<file path="src/rtl/axis_pkt_fifo.sv">
`default_nettype none
// ==========================================================================
// axis_pkt_fifo : AXI-Stream FIFO, registered ready/valid, packet counter,
// 1-cycle back-channel; store-and-forward via AXIS_PKT_FIFO_STORE_FWD_EN. r1.0
// ==========================================================================
module axis_pkt_fifo #(
    parameter int DWIDTH = 76,
    parameter int UWIDTH = 1,
    parameter int DEPTH  = 16,
    parameter int LWIDTH = $clog2(DEPTH + 1)
) (
    input  logic              clk,
    input  logic              reset_n,
    input  logic              s_tvalid,
    output logic              s_tready,
    input  logic [DWIDTH-1:0] s_tdata,
    input  logic [UWIDTH-1:0] s_tuser,
    input  logic              s_tlast,
    output logic              s_tuser_slv,
    output logic              m_tvalid,
    input  logic              m_tready,
    output logic [DWIDTH-1:0] m_tdata,
    output logic [UWIDTH-1:0] m_tuser,
    output logic              m_tlast,
    input  logic              m_tuser_slv,
    output logic [LWIDTH-1:0] level,
    output logic [LWIDTH-1:0] pkt_cnt
);

    localparam int                c_AW      = (DEPTH > 1) ? $clog2(DEPTH) : 1;
    localparam int                c_EW      = DWIDTH + UWIDTH + 1;
    localparam logic [LWIDTH-1:0] c_DEPTH_L = LWIDTH'(DEPTH);
    localparam logic [LWIDTH-1:0] c_ONE_L   = LWIDTH'(1);

    logic [c_EW-1:0]   mem_q [DEPTH];
    logic [c_AW-1:0]   wr_ptr_q;
    logic [c_AW-1:0]   rd_ptr_q;
    logic [LWIDTH-1:0] level_q;
    logic [LWIDTH-1:0] level_d;
    logic [LWIDTH-1:0] pkt_cnt_q;
    logic [LWIDTH-1:0] pkt_cnt_d;
    logic              s_tready_q;
    logic              s_tready_d;
    logic              m_tvalid_q;
    logic              m_tvalid_d;
    logic              tuser_slv_q;

    logic [c_EW-1:0]   w_head;
    logic              w_head_last;
    logic              w_push;
    logic              w_pop;
    logic              w_push_last;
    logic              w_pop_last;

    assign w_head      = mem_q[rd_ptr_q];
    assign w_head_last = w_head[0];
    assign w_push      = s_tvalid && s_tready_q;
    assign w_pop       = m_tvalid_q && m_tready;
    assign w_push_last = w_push && s_tlast;
    assign w_pop_last  = w_pop && w_head_last;

    always_comb begin
        level_d   = level_q;
        pkt_cnt_d = pkt_cnt_q;
        case ({w_push, w_pop})
            2'b10:   level_d = level_q + c_ONE_L;
            2'b01:   level_d = level_q - c_ONE_L;
            default: level_d = level_q;
        endcase
        case ({w_push_last, w_pop_last})
            2'b10:   pkt_cnt_d = pkt_cnt_q + c_ONE_L;
            2'b01:   pkt_cnt_d = pkt_cnt_q - c_ONE_L;
            default: pkt_cnt_d = pkt_cnt_q;
        endcase
        // Ready looks at next-cycle occupancy so m_tready never reaches s_tready combinationally.
        s_tready_d = (level_d < c_DEPTH_L);
    end

`ifdef AXIS_PKT_FIFO_STORE_FWD_EN
    logic in_pkt_q;
    logic in_pkt_d;
    logic esc_q;
    logic esc_d;

    always_comb begin
        in_pkt_d = in_pkt_q;
        esc_d    = esc_q;
        if (w_pop) begin
            in_pkt_d = !w_head_last;
        end
        if (w_pop_last) begin
            esc_d = 1'b0;
        end
        // A full FIFO holding no complete packet could never release; fall back to cut-through.
        if ((level_d == c_DEPTH_L) && (pkt_cnt_d == '0)) begin
            esc_d = 1'b1;
        end
        m_tvalid_d = (level_d != '0) && ((pkt_cnt_d != '0) || in_pkt_d || esc_d);
    end

    always_ff @(posedge clk or negedge reset_n) begin
        if (!reset_n) begin
            in_pkt_q <= 1'b0;
            esc_q    <= 1'b0;
        end else begin
            in_pkt_q <= in_pkt_d;
            esc_q    <= esc_d;
        end
    end
`else
    always_comb begin
        m_tvalid_d = (level_d != '0);
    end
`endif

    always_ff @(posedge clk or negedge reset_n) begin
        if (!reset_n) begin
            wr_ptr_q    <= '0;
            rd_ptr_q    <= '0;
            level_q     <= '0;
            pkt_cnt_q   <= '0;
            s_tready_q  <= 1'b0;
            m_tvalid_q  <= 1'b0;
            tuser_slv_q <= 1'b0;
        end else begin
            if (w_push) begin
                wr_ptr_q <= wr_ptr_q + 1'b1;
            end
            if (w_pop) begin
                rd_ptr_q <= rd_ptr_q + 1'b1;
            end
            level_q     <= level_d;
            pkt_cnt_q   <= pkt_cnt_d;
            s_tready_q  <= s_tready_d;
            m_tvalid_q  <= m_tvalid_d;
            tuser_slv_q <= m_tuser_slv;
        end
    end

    always_ff @(posedge clk) begin
        if (w_push) begin
            mem_q[wr_ptr_q] <= {s_tdata, s_tuser, s_tlast};
        end
    end

    assign s_tready    = s_tready_q;
    assign m_tvalid    = m_tvalid_q;
    assign m_tdata     = w_head[c_EW-1 -: DWIDTH];
    assign m_tuser     = w_head[UWIDTH:1];
    assign m_tlast     = w_head_last;
    assign s_tuser_slv = tuser_slv_q;
    assign level       = level_q;
    assign pkt_cnt     = pkt_cnt_q;

endmodule
`default_nettype wire

</file>
<file path="config.mk">
export PLATFORM = sky130hd
export DESIGN_NAME = axis_pkt_fifo
export DESIGN_NICKNAME = d
export VERILOG_FILES = /design/src/rtl/axis_pkt_fifo.sv
export SDC_FILE = /design/constraint.sdc
export NUM_CORES = 1
export LEC_CHECK = 0
export CORE_MARGIN = 4
export CORE_UTILIZATION = 45
export CTS_CLUSTER_SIZE = 12
export DETAILED_ROUTE_END_ITERATION = 10
export PLACE_DENSITY = 0.71
export SETUP_SLACK_MARGIN = 0.02
export SLEW_MARGIN = 10
export SYNTH_ARGS = -nofsm -noshare
export SYNTH_HDL_FRONTEND = slang
export SYNTH_SLANG_ARGS = --single-unit
</file>
<file path="constraint.sdc">
create_clock -name clk -period 9.4 [get_ports clk]
set_input_delay 1.41 -clock clk [delete_from_list [all_inputs] [get_ports clk]]
set_output_delay 1.41 -clock clk [all_outputs]
set_load 0.02 [all_outputs]
</file>
==> metrics.md <==
| Metric | Value |
|---|---|
| Post-synthesis register bit count | 1,269 |
| Top_reg_cell synth | edfxtp_1 |
| CP peak stage delay | 0.80 ns |
| Starting Density | a little under half |
| Tmin final | around 6.0 ns |
| Largest family of logic cells by synthesized area | multiplexers |
| Synth cell types | 35 |
| RSZ-0062 raised after global routing | false |
| Largest net degree at the start of global routing | 117 |
| Synth top area share | 78.1% |
| Rows | approximately 120 |
| All-Layer GR Usage | 19.0% |
| Chip width | roughly 330 um |
| Post-synthesis compound-gate area fraction | less than 1% |
| H-tree depth | 4 |
| Setup TNS | 0 ns |
| Fillers | about 8,000 |
| CP startpoint kind | flip-flop |
| Endpoint, Worst Hold | pkt_cnt[4]$_DFFE_PN0P_ |
| Mean Syn Cell Area | 25.9 um^2 |
| Syn-to-layout area delta | 15.4% |
| Setup CP Type | reg -> out |
| Max clock buf depth | 3 |
| Final worst-path cycle share | around 64% |
| Hold crit path type | reg -> reg |
| DR iter-0 viols | about 2,000 |
| Root Driver | clkbuf_16 |
| Antenna violations before repair | 7 |
| Total CTS buffers | between 100 and 150 |
| First-pass GRT wire length | about 150,000 um |
| Mux contribution to synthesized area | about 18% |
| Gpl congestion | around 0.72 |
| Xor-xnor portion of the synthesized cell area | less than 1% |
| Post-Synth Simple-Gate Area | less than 1% |
| Post-synth net total | 1,948 |
| Vias per inst | a little under 6 |
| Final WL | between 100,000 and 150,000 um |
| Post-synth EDFFs | roughly 1,200 |
| Post-synthesis adder-cell area fraction | less than 1% |
| Final Hold Fails | 0 |
| PD cells | roughly 300 mW/mm^2 |
| Async SR Flop Fraction | 1.65% |
| Final setup vio count | 0 |
| Most common library cells after synthesis | edfxtp_1 (1,248), mux4_2 (390), clkbuf_1 (42) |
| Grt ovf | 0 |
| Vias in the first global route | roughly 22,000 |
| Reg-to-reg critical path endpoint | pkt_cnt[4]$_DFFE_PN0P_ |
| R2r setup slk | between 4 and 5 ns |
| Avg WL per Cell | 29.0 um |
| FMAX | 166 MHz |
| Worst path cell trace | buf_4, buf_4, mux4_2, mux4_2, clkdlybuf4s50_1 |
| Top cells by area, synth | edfxtp_1 (78%), mux4_2 (18%), dfrtp_1 (1.1%) |
| Leading cell type by number of instances after synthesis | edfxtp_1 |
| Crit path from | rd_ptr_q[1]$_DFFE_PN0N_ |
| Post-detail-place hpwl | ~53,000 um |
| Post-synthesis sequential area ratio | between 70% and 80% |
| Least-Margin Pin Slew | roughly 1.1 ns |
| Core area | about 0.11 mm^2 |
| Worst r2r src | rd_ptr_q[2]$_DFFE_PN0N_ |
| Pre-antenna DRT Iters | 5 |
| Worst-path clk slew | roughly 0.060 ns |
| Vias | between 20,000 and 25,000 |
| Hold Startpoint | pkt_cnt[4]$_DFFE_PN0P_ |
| Status | finished clean |
| Die height | 335 um |
| Final hold slack | around 0.46 ns |
| Layout Skew | about 0.017 ns |
| CTS resizes | 0 |
| Slew HR | about a quarter |
| Critical Path Fanout Max | between 60 and 70 |
| Clock latency on the worst-skew pair | 0.72 ns |
| Tot Pwr | between 15 and 20 mW |
| Clock sink count | 1,269 |
| Max-Cap Viols | 0 |
| DRC violations left | 0 |
| Worst EP arrival | ~4.6 ns |
| Hold path depth | 1 |
| Net count, final | 2,211 |
| Final Max Slew Viols | 0 |
| Slowest stage cell on the critical path | buf_4 |
| Syn Inst Count | approximately 1,900 |
| Cell area after synthesis | about 0.048 mm^2 |
| Crit path capture type | output pin |
| CTS tree | done |
| Worst reg-to-reg path cell count | 11 |
| Leakage | 17.1 nW |
| Setup Fix Bufs, Post-CTS | 0 |
| Data required, critical path | 7.99 ns |
| Leading area contributor after synthesis | edfxtp_1 |
| Syn. warnings | 0 |
| Antenna violation net count after detailed routing | 0 |
| CTS Hold Bufs | 0 |
| Max IR drop VDD | between 0.0002 and 0.0003 V |
| Io pins | about 170 |
| Layout cells sized above 1 | between 20% and 30% |
| DIE AREA | approximately 0.11 mm^2 |
| Port Buffers | 173 |
-- power breakdown --
group	internal, mW	switching, mW	total [mW]
logic	2.54	2.45	4.99
registers	6.63	0.293	6.92
clock network	2.75	2.04	4.79
-- critical path: cells and delay by family, from the launching register on --
family                 cells  cell delay, ns
flip-flops                 1            0.69
multiplexers               2            0.89
buffers and inverters      3            2.22
-- placed cells by master (no fill, tap or decap), types with 14 or more instances in the layout --
cell and n:
edfxtp_1 1248, clkinv_1 22, clkbuf_1 33, buf_4 47, mux4_2 390, clkbuf_16 140, clkdlybuf4s50_1 173, dfrtp_1 17
nand2_1 14
-- final cells by class --
cell class	instances	area [um^2]	share of cell area, %
Antenna cell	5	12.5	0.0226
Inverter	5	18.8	0.0339
Sequential cell	1269	38000	68.6
Clock inverter	41	284	0.513
Tap cell	1391	1740	3.14
Timing Repair Buffer	222	2120	3.83
Clock buffer	175	3650	6.60
Multi-Input combinational cell	485	9560	17.3
-- layer usage --
metal / up-vias / part of all wire, % / global-route usage (%)
met1: 11402 / 39 / 25.4
met4: 4 / 2.0 / 4.98
met5: - / 0.026 / 0
met3: 169 / 7.3 / 4.37
li1: 8607 / - / -
met2: 780 / 52 / 31.8
-- worst max-delay path by stage --
stage	endpoint	slack (ns)	depth (start not counted)
floorplan	mem_q[3][0]$_DFFE_PP_	1.60	4
finish	m_tdata[14]	3.39	5
detailed placement	m_tdata[13]	4.09	5
global placement	m_tdata[14]	4.16	5
CTS	m_tdata[13]	3.29	5
global route	m_tdata[13]	3.14	5
-- sequential cells by signal, indices dropped and copies added, names as in the netlist --
signal and cells:
m_tvalid 1, wr_ptr_q 4, s_tready 1, pkt_cnt 5, level 5, rd_ptr_q 4, mem_q 1248, s_tuser_slv 1
-- stage by stage --
step	std cells	area (um^2)	worst slack [ns]	utilization, %
final	3593	55400	3.39	52.5
after global placement	3372	51500	4.16	48.7
after detailed placement	3372	51500	4.09	48.7
after global routing	3589	55400	3.14	52.5
after floorplan	1853	48000	1.60	-
after CTS	3588	55400	3.29	52.5
-- cell families (layout without fill, tap and decap cells) --
group,Yosys count,after routing
buf+inv,99,443
flops,1269,1269
mux,394,394
compound gates,11,11
other cells,0,5
fa+ha+maj,12,12
xor+xnor,17,17
simple gates,51,51
Note: power is estimated with default switching activity, not from simulation.
